File: src/rtl/rv32i_run_ctrl.sv
// Run controller for the rv32i core: sequences core reset, supplies the boot PC,
// counts RUN cycles and retired instructions, and latches the end-of-program result.
module rv32i_run_ctrl #(
  parameter int unsigned XLEN       = 32,
  parameter logic [XLEN-1:0] PC_INIT = '0,
  parameter int unsigned RST_CYCLES = 3,
  parameter int unsigned MAX_CYCLES = 100000,
  parameter int unsigned CNT_W      = 32
) (
  input  logic             clk_i,
  input  logic             rst_i,
  input  logic [XLEN-1:0]  instr_i,
  input  logic             instr_valid_i,
  input  logic [XLEN-1:0]  a0_i,
  output logic             core_rst_o,
  output logic [XLEN-1:0]  pc_init_o,
  output logic             done_o,
  output logic             pass_o,
  output logic [1:0]       cause_o,
  output logic [XLEN-1:0]  result_o,
  output logic [CNT_W-1:0] cycle_cnt_o,
  output logic [CNT_W-1:0] instret_cnt_o
);

  localparam logic [1:0] S_HOLD    = 2'd0;
  localparam logic [1:0] S_RUN     = 2'd1;
  localparam logic [1:0] S_HALT    = 2'd2;
  localparam logic [1:0] S_TIMEOUT = 2'd3;

  localparam int unsigned HOLD_W = (RST_CYCLES > 1) ? $clog2(RST_CYCLES) : 1;
  localparam logic [HOLD_W-1:0] HOLD_LAST = HOLD_W'(RST_CYCLES - 1);
  localparam logic [CNT_W-1:0]  WD_LAST   = CNT_W'(MAX_CYCLES - 1);

  localparam logic [XLEN-1:0] ECALL_ENC  = XLEN'(32'h0000_0073);
  localparam logic [XLEN-1:0] EBREAK_ENC = XLEN'(32'h0010_0073);

  logic [1:0]        state;
  logic [HOLD_W-1:0] hold_cnt;
  logic              is_ecall;
  logic              is_ebreak;
  logic              wd_hit;

  assign is_ecall   = instr_valid_i && (instr_i == ECALL_ENC);
  assign is_ebreak  = instr_valid_i && (instr_i == EBREAK_ENC);
  assign wd_hit     = (MAX_CYCLES != 0) && (cycle_cnt_o == WD_LAST);

  assign core_rst_o = (state != S_RUN);
  assign pc_init_o  = PC_INIT;

  always_ff @(posedge clk_i) begin
    if (rst_i) begin
      state         <= S_HOLD;
      hold_cnt      <= '0;
      done_o        <= 1'b0;
      pass_o        <= 1'b0;
      cause_o       <= 2'd0;
      result_o      <= '0;
      cycle_cnt_o   <= '0;
      instret_cnt_o <= '0;
    end else begin
      case (state)
        S_HOLD: begin
          hold_cnt <= hold_cnt + 1'b1;
          if (hold_cnt == HOLD_LAST) state <= S_RUN;
        end
        S_RUN: begin
          if (instr_valid_i && (instret_cnt_o != '1))
            instret_cnt_o <= instret_cnt_o + 1'b1;
          // A halting instruction wins over the watchdog; the timeout edge leaves
          // cycle_cnt at MAX_CYCLES-1 while a halt edge still counts its cycle.
          if (is_ecall || is_ebreak) begin
            state       <= S_HALT;
            done_o      <= 1'b1;
            cause_o     <= is_ecall ? 2'd1 : 2'd2;
            result_o    <= a0_i;
            pass_o      <= is_ecall && (a0_i == '0);
            cycle_cnt_o <= cycle_cnt_o + 1'b1;
          end else if (wd_hit) begin
            state    <= S_TIMEOUT;
            done_o   <= 1'b1;
            cause_o  <= 2'd3;
            pass_o   <= 1'b0;
            result_o <= '0;
          end else begin
            cycle_cnt_o <= cycle_cnt_o + 1'b1;
          end
        end
        default: begin
          // HALT and TIMEOUT are terminal: everything holds until rst_i.
        end
      endcase
    end
  end

endmodule

File: config.mk
export PLATFORM = sky130hd
export DESIGN_NAME = rv32i_run_ctrl
export DESIGN_NICKNAME = d
export VERILOG_FILES = /design/src/rtl/rv32i_run_ctrl.sv
export SDC_FILE = /design/constraint.sdc
export NUM_CORES = 1
export LEC_CHECK = 0
export CORE_MARGIN = 10
export CORE_UTILIZATION = 45
export CTS_BUF_LIST = sky130_fd_sc_hd__clkbuf_4 sky130_fd_sc_hd__clkbuf_8
export CTS_CLUSTER_DIAMETER = 120
export CTS_CLUSTER_SIZE = 30
export DETAILED_ROUTE_END_ITERATION = 10
export PLACE_DENSITY = 0.82
export SYNTH_ARGS = -nofsm -noshare
export SYNTH_HDL_FRONTEND = slang
export SYNTH_SLANG_ARGS = --single-unit
File: constraint.sdc
create_clock -name clk_i -period 2.77 [get_ports clk_i]
set_clock_uncertainty 0.05 [all_clocks]
set_input_delay 0.277 -clock clk_i [delete_from_list [all_inputs] [get_ports clk_i]]
set_output_delay 0.277 -clock clk_i [all_outputs]
set_load 0.005 [all_outputs]
== Yosys cells after proc, flatten, opt, wreduce, memory -nomap -nowiden ==
Index checks and enable logic that the tools add are counted.

* $add $sub $neg: 3
* Eq/ne operators: 10
* Muxes and demuxes: 14
* Reduce and logical (&&, ||, !) cells: 13

{| class="wikitable"
|+ Operators by type and width
! kind !! count
|-
| $mux W32 || 4
|-
| $add A32 B1 Y32 const B || 2
|-
| $eq A32 B17 Y1 const B || 1
|-
| $eq A32 B21 Y1 const B || 1
|-
| $eq A32 B7 Y1 const B || 1
|-
| $logic_not A32 Y1 || 1
|-
| $ne A32 B32 Y1 const B || 1
|-
| $mux W2 || 5
|-
| $reduce_and A2 Y1 || 3
|-
| $logic_and A1 B1 Y1 || 4
|-
| $mux W1 || 4
|-
| $ne A2 B1 Y1 const B || 2
|-
| $pmux W2 S2 || 1
|-
| $reduce_bool A2 Y1 || 2
|-
| $ne A3 B3 Y1 const B || 1
|-
| $reduce_and A3 Y1 || 1
|-
| $add A2 B1 Y2 const B || 1
|-
| $eq A2 B1 Y1 const B || 1
|-
| $eq A2 B2 Y1 const B || 1
|-
| $logic_not A2 Y1 || 1
|-
| $ne A2 B2 Y1 const B || 1
|-
| $logic_or A1 B1 Y1 || 1
|}

* Flip-flop bits (word level): 104
* Input bits: 67
* Logic and storage cells: 48

== Logic depth before layout (Yosys ltp) ==
Gate-level depths: netlist (run 1).

* Depth in word-level cells: 5
* Depth in mapped cells: 8

== Worst setup path after synthesis (run 1) ==
Ideal clock, no wire load.

* Kind: flip-flop to flip-flop
* Start: register cycle_cnt_o[17]
* End: register cycle_cnt_o[11]
* Setup time: 0.123 ns
* Arrival time: 1.862 ns
* Data required time: 2.597 ns
* Path slack: 0.735 ns
* Cell stages (with the launch flop): 7
* Period minus slack after synthesis: 2.035 ns
* Path through: dfxtp_1 > or4b_1 > nor4_2 > o211a_2 > buf_6 > nor3b_1 > mux2_1

* Word-level cells in the longest chain between the ends: 3

{| class="wikitable"
|+ Ends and longest elaborated chain
! what !! line !! text
|-
| start, declared || 21 || <nowiki>output logic [CNT_W-1:0] cycle_cnt_o,</nowiki>
|-
| start signal, assigned || 77 || <nowiki>cycle_cnt_o <= cycle_cnt_o + 1'b1;</nowiki>
|-
| start signal, assigned || 85 || <nowiki>cycle_cnt_o <= cycle_cnt_o + 1'b1;</nowiki>
|-
| $eq A32 B17 Y1 || 45 || <nowiki>assign wd_hit = (MAX_CYCLES != 0) && (cycle_cnt_o == WD_LAST);</nowiki>
|-
| $ne A2 B1 Y1 (no line) || n/a ||
|-
| $reduce_and A2 Y1 (no line) || n/a ||
|}

Every way passes these cells.
A chain may end at the register's enable or synchronous reset.

== Worst setup path in the final report (run 1) ==
* Start: register cycle_cnt_o[17]
* End: register cycle_cnt_o[2]

The elaborated chain is that of the path after synthesis.

==> key figures, run 1 <==
Critical path
  – Data required, critical path: 2.97 ns
  – Capture point of the worst path: cycle_cnt_o[2]$_SDFFE_PP0P_
  – Biggest fanout along the worst timing path: 44
  – Capture instance of the worst register-to-register path: cycle_cnt_o[2]$_SDFFE_PP0P_
  – Critical path startpoint category: flop
  – Series of cell instances along the critical path: or4b_1 > nor4_2 > o211a_4 > buf_4 > nor4_1 > o21bai_1
  – Worst Reg-to-Reg Cells: 6
  – Reg-to-reg critical path startpoint: cycle_cnt_o[17]$_SDFFE_PP0P_
  – Reg2reg setup slack: 0.27 ns
  – Crit. Startpoint: cycle_cnt_o[17]$_SDFFE_PP0P_
  – Largest stage delay on the critical path: 0.59 ns
  – CP Class: reg2reg
  – Element type at the critical path end: flop
  – Arr. time, crit path: 2.70 ns
  – Library cell contributing the largest single delay on the critical path: sky130_fd_sc_hd__or4b_1

Synthesis
  – Synth Cell Area: 5090 um2
  – Sequential element share of the synthesized area: 40.9%
  – Total of flip-flops plus latches after synthesis: 104
  – Number of enable-type register cells in the synthesized netlist: 0
  – Synth async-reset ratio: 0%
  – Yosys synthesis warning count: 0
  – Post-Syn Instances: 560
  – Library cells used by synthesis: 56
  – Synth Area per Inst: 9.10 um2
  – Most frequently used flop master after synthesis: sky130_fd_sc_hd__dfxtp_1

STA
  – Slew at the pin closest to its max-slew limit: 0.585 ns
  – Final WS setup: 0.268 ns
  – Final setup violating endpoints: 0
  – Final-report max-slew violation count: 0
  – Min Clock Period, post-route: 2.50 ns
  – Max-slew headroom: 61.0%
  – Final Hold Fails: 0
  – Unrepaired setup endpoints after global routing: no
  – Maximum clock frequency: 0.400 GHz
  – Tcrit/Tclk final: 90.3%
  – Worst hold-check slack: 0.134 ns

Clocking
  – Clk Tree Root Cell: sky130_fd_sc_hd__clkbuf_8
  – Longest Clk Path Bufs: 2
  – H-tree depth: 3
  – CTS Hold Bufs: 0
  – TritonCTS Buffers: 9
  – CTS tree: yes
  – Clk sink count: 104
  – Source-to-sink clock delay at the later pin of the worst-skew pair: 0.36 ns
  – Clock transition time at the flip-flop clock pins of the worst setup and hold paths: 0.10 ns

Floorplan
  – Number of top-level design ports: 200
  – Die boundary width: 126 um
  – Die boundary height: 126 um
  – Die area: 16000 um2
  – Placeable core region: 11000 um2
  – Starting density of the core: 46.4%
  – Number of rows in the core area: 38

Placed design
  – Setup WS pre-CTS: -0.0223 ns
  – Weighted congestion reported at the end of routability-driven placement: 0.818
  – Port Buf Inserts: 167
  – Placed wire-length estimate: 12900 um
  – Placed Cells incl. Taps: 848

Detailed routing
  – Violation count after the first detailed-routing iteration: 484
  – Length of the first detailed-routing pass in iterations: 6
  – Total Routed Length: 16700 um
  – Number of vias per cell after detailed routing: 5.96
  – Post-DR wirelength/cell: 19.3 um
  – Remaining number of nets flagged by the antenna check after routing: 0
  – Via total after detailed routing: 5150
  – Remaining routing DRC violations: 0

Power and ir drop
  – Pwr Total: 2870 uW
  – Areal power density over the cells: 412 nW/um2
  – Proportion of power drawn by the clock network: 34.6%
  – Internal Power: 2150 uW
  – Switching Power: 729 uW
  – VDD IR-drop max: 0.000377 V
  – Leak pwr: 0.00230 uW
  – Logic gate share of total power: 11.8%
  – Switching share of power: 25.4%
  – Part of the total power dissipated in sequential elements: 53.6%

Global routing
  – Overall Global Routing Usage: 19.8%
  – Remaining global-route overflow: 0
  – First-pass GRT wire length: 26500 um
  – Initial antenna violation count: 0
  – Largest net degree at the start of global routing: 46
  – Vias in the first global route: 5099

Final layout
  – Post-layout net count: 789
  – Proportion of layout cells with a drive suffix above 1: 7.18%
  – Final design utilization: 63.5%
  – Antenna Diode Count: 0
  – Leading cell type in the layout, fill and taps excluded: sky130_fd_sc_hd__clkdlybuf4s50_1
  – Synth-to-Final Area Change: 36.9%
  – Leading cell types in the layout, fill and taps excluded: sky130_fd_sc_hd__clkdlybuf4s50_1 (166), sky130_fd_sc_hd__dfxtp_1 (104), sky130_fd_sc_hd__a21oi_1 (48)
  – Non-filler cells, final: 864

Min path
  – Min-delay worst type: in2reg

Flow run
  – Maximum Capacitance Violations: 0

Outcome
  – Outcome: completed
-- stage by stage --
stage / cell area, um2 / setup TNS (ns)
detailed placement: 6760 / -0.0223
CTS: 6970 / 0
finish: 6980 / 0
global placement: 6760 / 0
global route: 6980 / 0
floorplan: 5210 / 0
-- synth_stat cells (7+ instances only) --
master                     instances  area [um2]
sky130_fd_sc_hd__nor4_1           18         113
sky130_fd_sc_hd__nand3_1          20         100
sky130_fd_sc_hd__buf_2             9        45.0
sky130_fd_sc_hd__o21ai_0          24         120
sky130_fd_sc_hd__dfxtp_1         104        2080
sky130_fd_sc_hd__o31ai_1          22         165
sky130_fd_sc_hd__nor2_1           26        97.6
sky130_fd_sc_hd__inv_1            10        37.5
sky130_fd_sc_hd__a21oi_1          48         240
sky130_fd_sc_hd__nand2_1          31         116
sky130_fd_sc_hd__or4_1            22         165
sky130_fd_sc_hd__nor4_2            7        87.6
sky130_fd_sc_hd__nor2b_1           8        50.1
sky130_fd_sc_hd__or3_1            26         163
sky130_fd_sc_hd__nand4_1          18         113
sky130_fd_sc_hd__buf_4            36         270
sky130_fd_sc_hd__clkbuf_1         12        45.0
sky130_fd_sc_hd__a32o_1           33         330
-- flip-flops by register name, indices dropped and copies added, names as in the netlist --
register	count
done_o	1
hold_cnt	2
pass_o	1
state	2
result_o	32
cycle_cnt_o	32
instret_cnt_o	32
cause_o	2
-- layer usage --
metal  track usage, %  vias up  routed length (um)
met1             20.5     2460                5970
li1                 -     2415                   -
met3             11.2       22                2210
met2             33.3      253                8230
met4             6.16        0                 311
met5                0        -                   0
-- worst max-delay path: cells and delay by family, from the launching register on --
kind | cells | cell delay [ns]
simple gates | 3 | 1.06
compound gates | 2 | 0.68
buf+inv | 1 | 0.23
flops | 1 | 0.37
-- area by class of cell --
cell class                 instances  area (um2)
fill                             926        4010
multi-input combinational        411        2680
sequential                       104        2080
timing repair buffer             181        1780
tap                              140         175
clock buffer                      11         145
clock inverter                     5        61.3
inverter                          12        45.0
-- what timing repair did --
action | 4_1_cts | 5_1_grt
setup buffers | 0 | 0
resized for setup | 0 | 1
endpoints found under the setup margin | 0 | 10
-- cells by family after synthesis --
| group | Yosys count | synth area share (%) |
|---|---|---|
| compound gates | 146 | 20.1 |
| xor+xnor | 7 | 1.20 |
| fa+ha+maj | 3 | 0.737 |
| buf+inv | 76 | 9.06 |
| flops | 104 | 40.9 |
| mux | 9 | 1.94 |
| other cells | 1 | 0.0736 |
| simple gates | 214 | 26.0 |
-- power by group through the flow --
stage / clock [uW] / sequential, uW / combinational (uW)
2_1_floorplan: 0 / 1570 / 185
3_3_place_gp: 0 / 1570 / 325
3_5_place_dp: 0 / 1580 / 335
4_1_cts: 1020 / 1540 / 336
5_1_grt: 1070 / 1550 / 369
6_report: 994 / 1540 / 339
-- how the worst min path moves through the flow --
stage                                               to  slack, ns                     from  depth (start not counted)
after floorplan               result_o[0]$_SDFFE_PP0P_       0.35                  a0_i[0]                          1
after global placement         cause_o[0]$_SDFFE_PP0P_       0.38  cause_o[0]$_SDFFE_PP0P_                          2
after detailed placement       cause_o[1]$_SDFFE_PP0P_       0.39  cause_o[1]$_SDFFE_PP0P_                          2
after CTS                 cycle_cnt_o[19]$_SDFFE_PP0P_       0.10                    rst_i                          2
after global routing      cycle_cnt_o[14]$_SDFFE_PP0P_       0.12                    rst_i                          2
final                     cycle_cnt_o[19]$_SDFFE_PP0P_       0.13                    rst_i                          2
No activity file was read; power rests on OpenSTA's default activity.
==> inputs of run 2 (changes only) <==
--- a/config.mk
+++ b/config.mk
@@ -11,7 +11,9 @@
 export CTS_CLUSTER_DIAMETER = 120
 export CTS_CLUSTER_SIZE = 30
 export DETAILED_ROUTE_END_ITERATION = 10
+export GPL_ROUTABILITY_DRIVEN = 0
 export PLACE_DENSITY = 0.82
+export SKIP_LAST_GASP = 1
 export SYNTH_ARGS = -nofsm -noshare
 export SYNTH_HDL_FRONTEND = slang
 export SYNTH_SLANG_ARGS = --single-unit
==> results of run 2 <==
The final DEF is identical to that of run 1; final timing and power are the same.
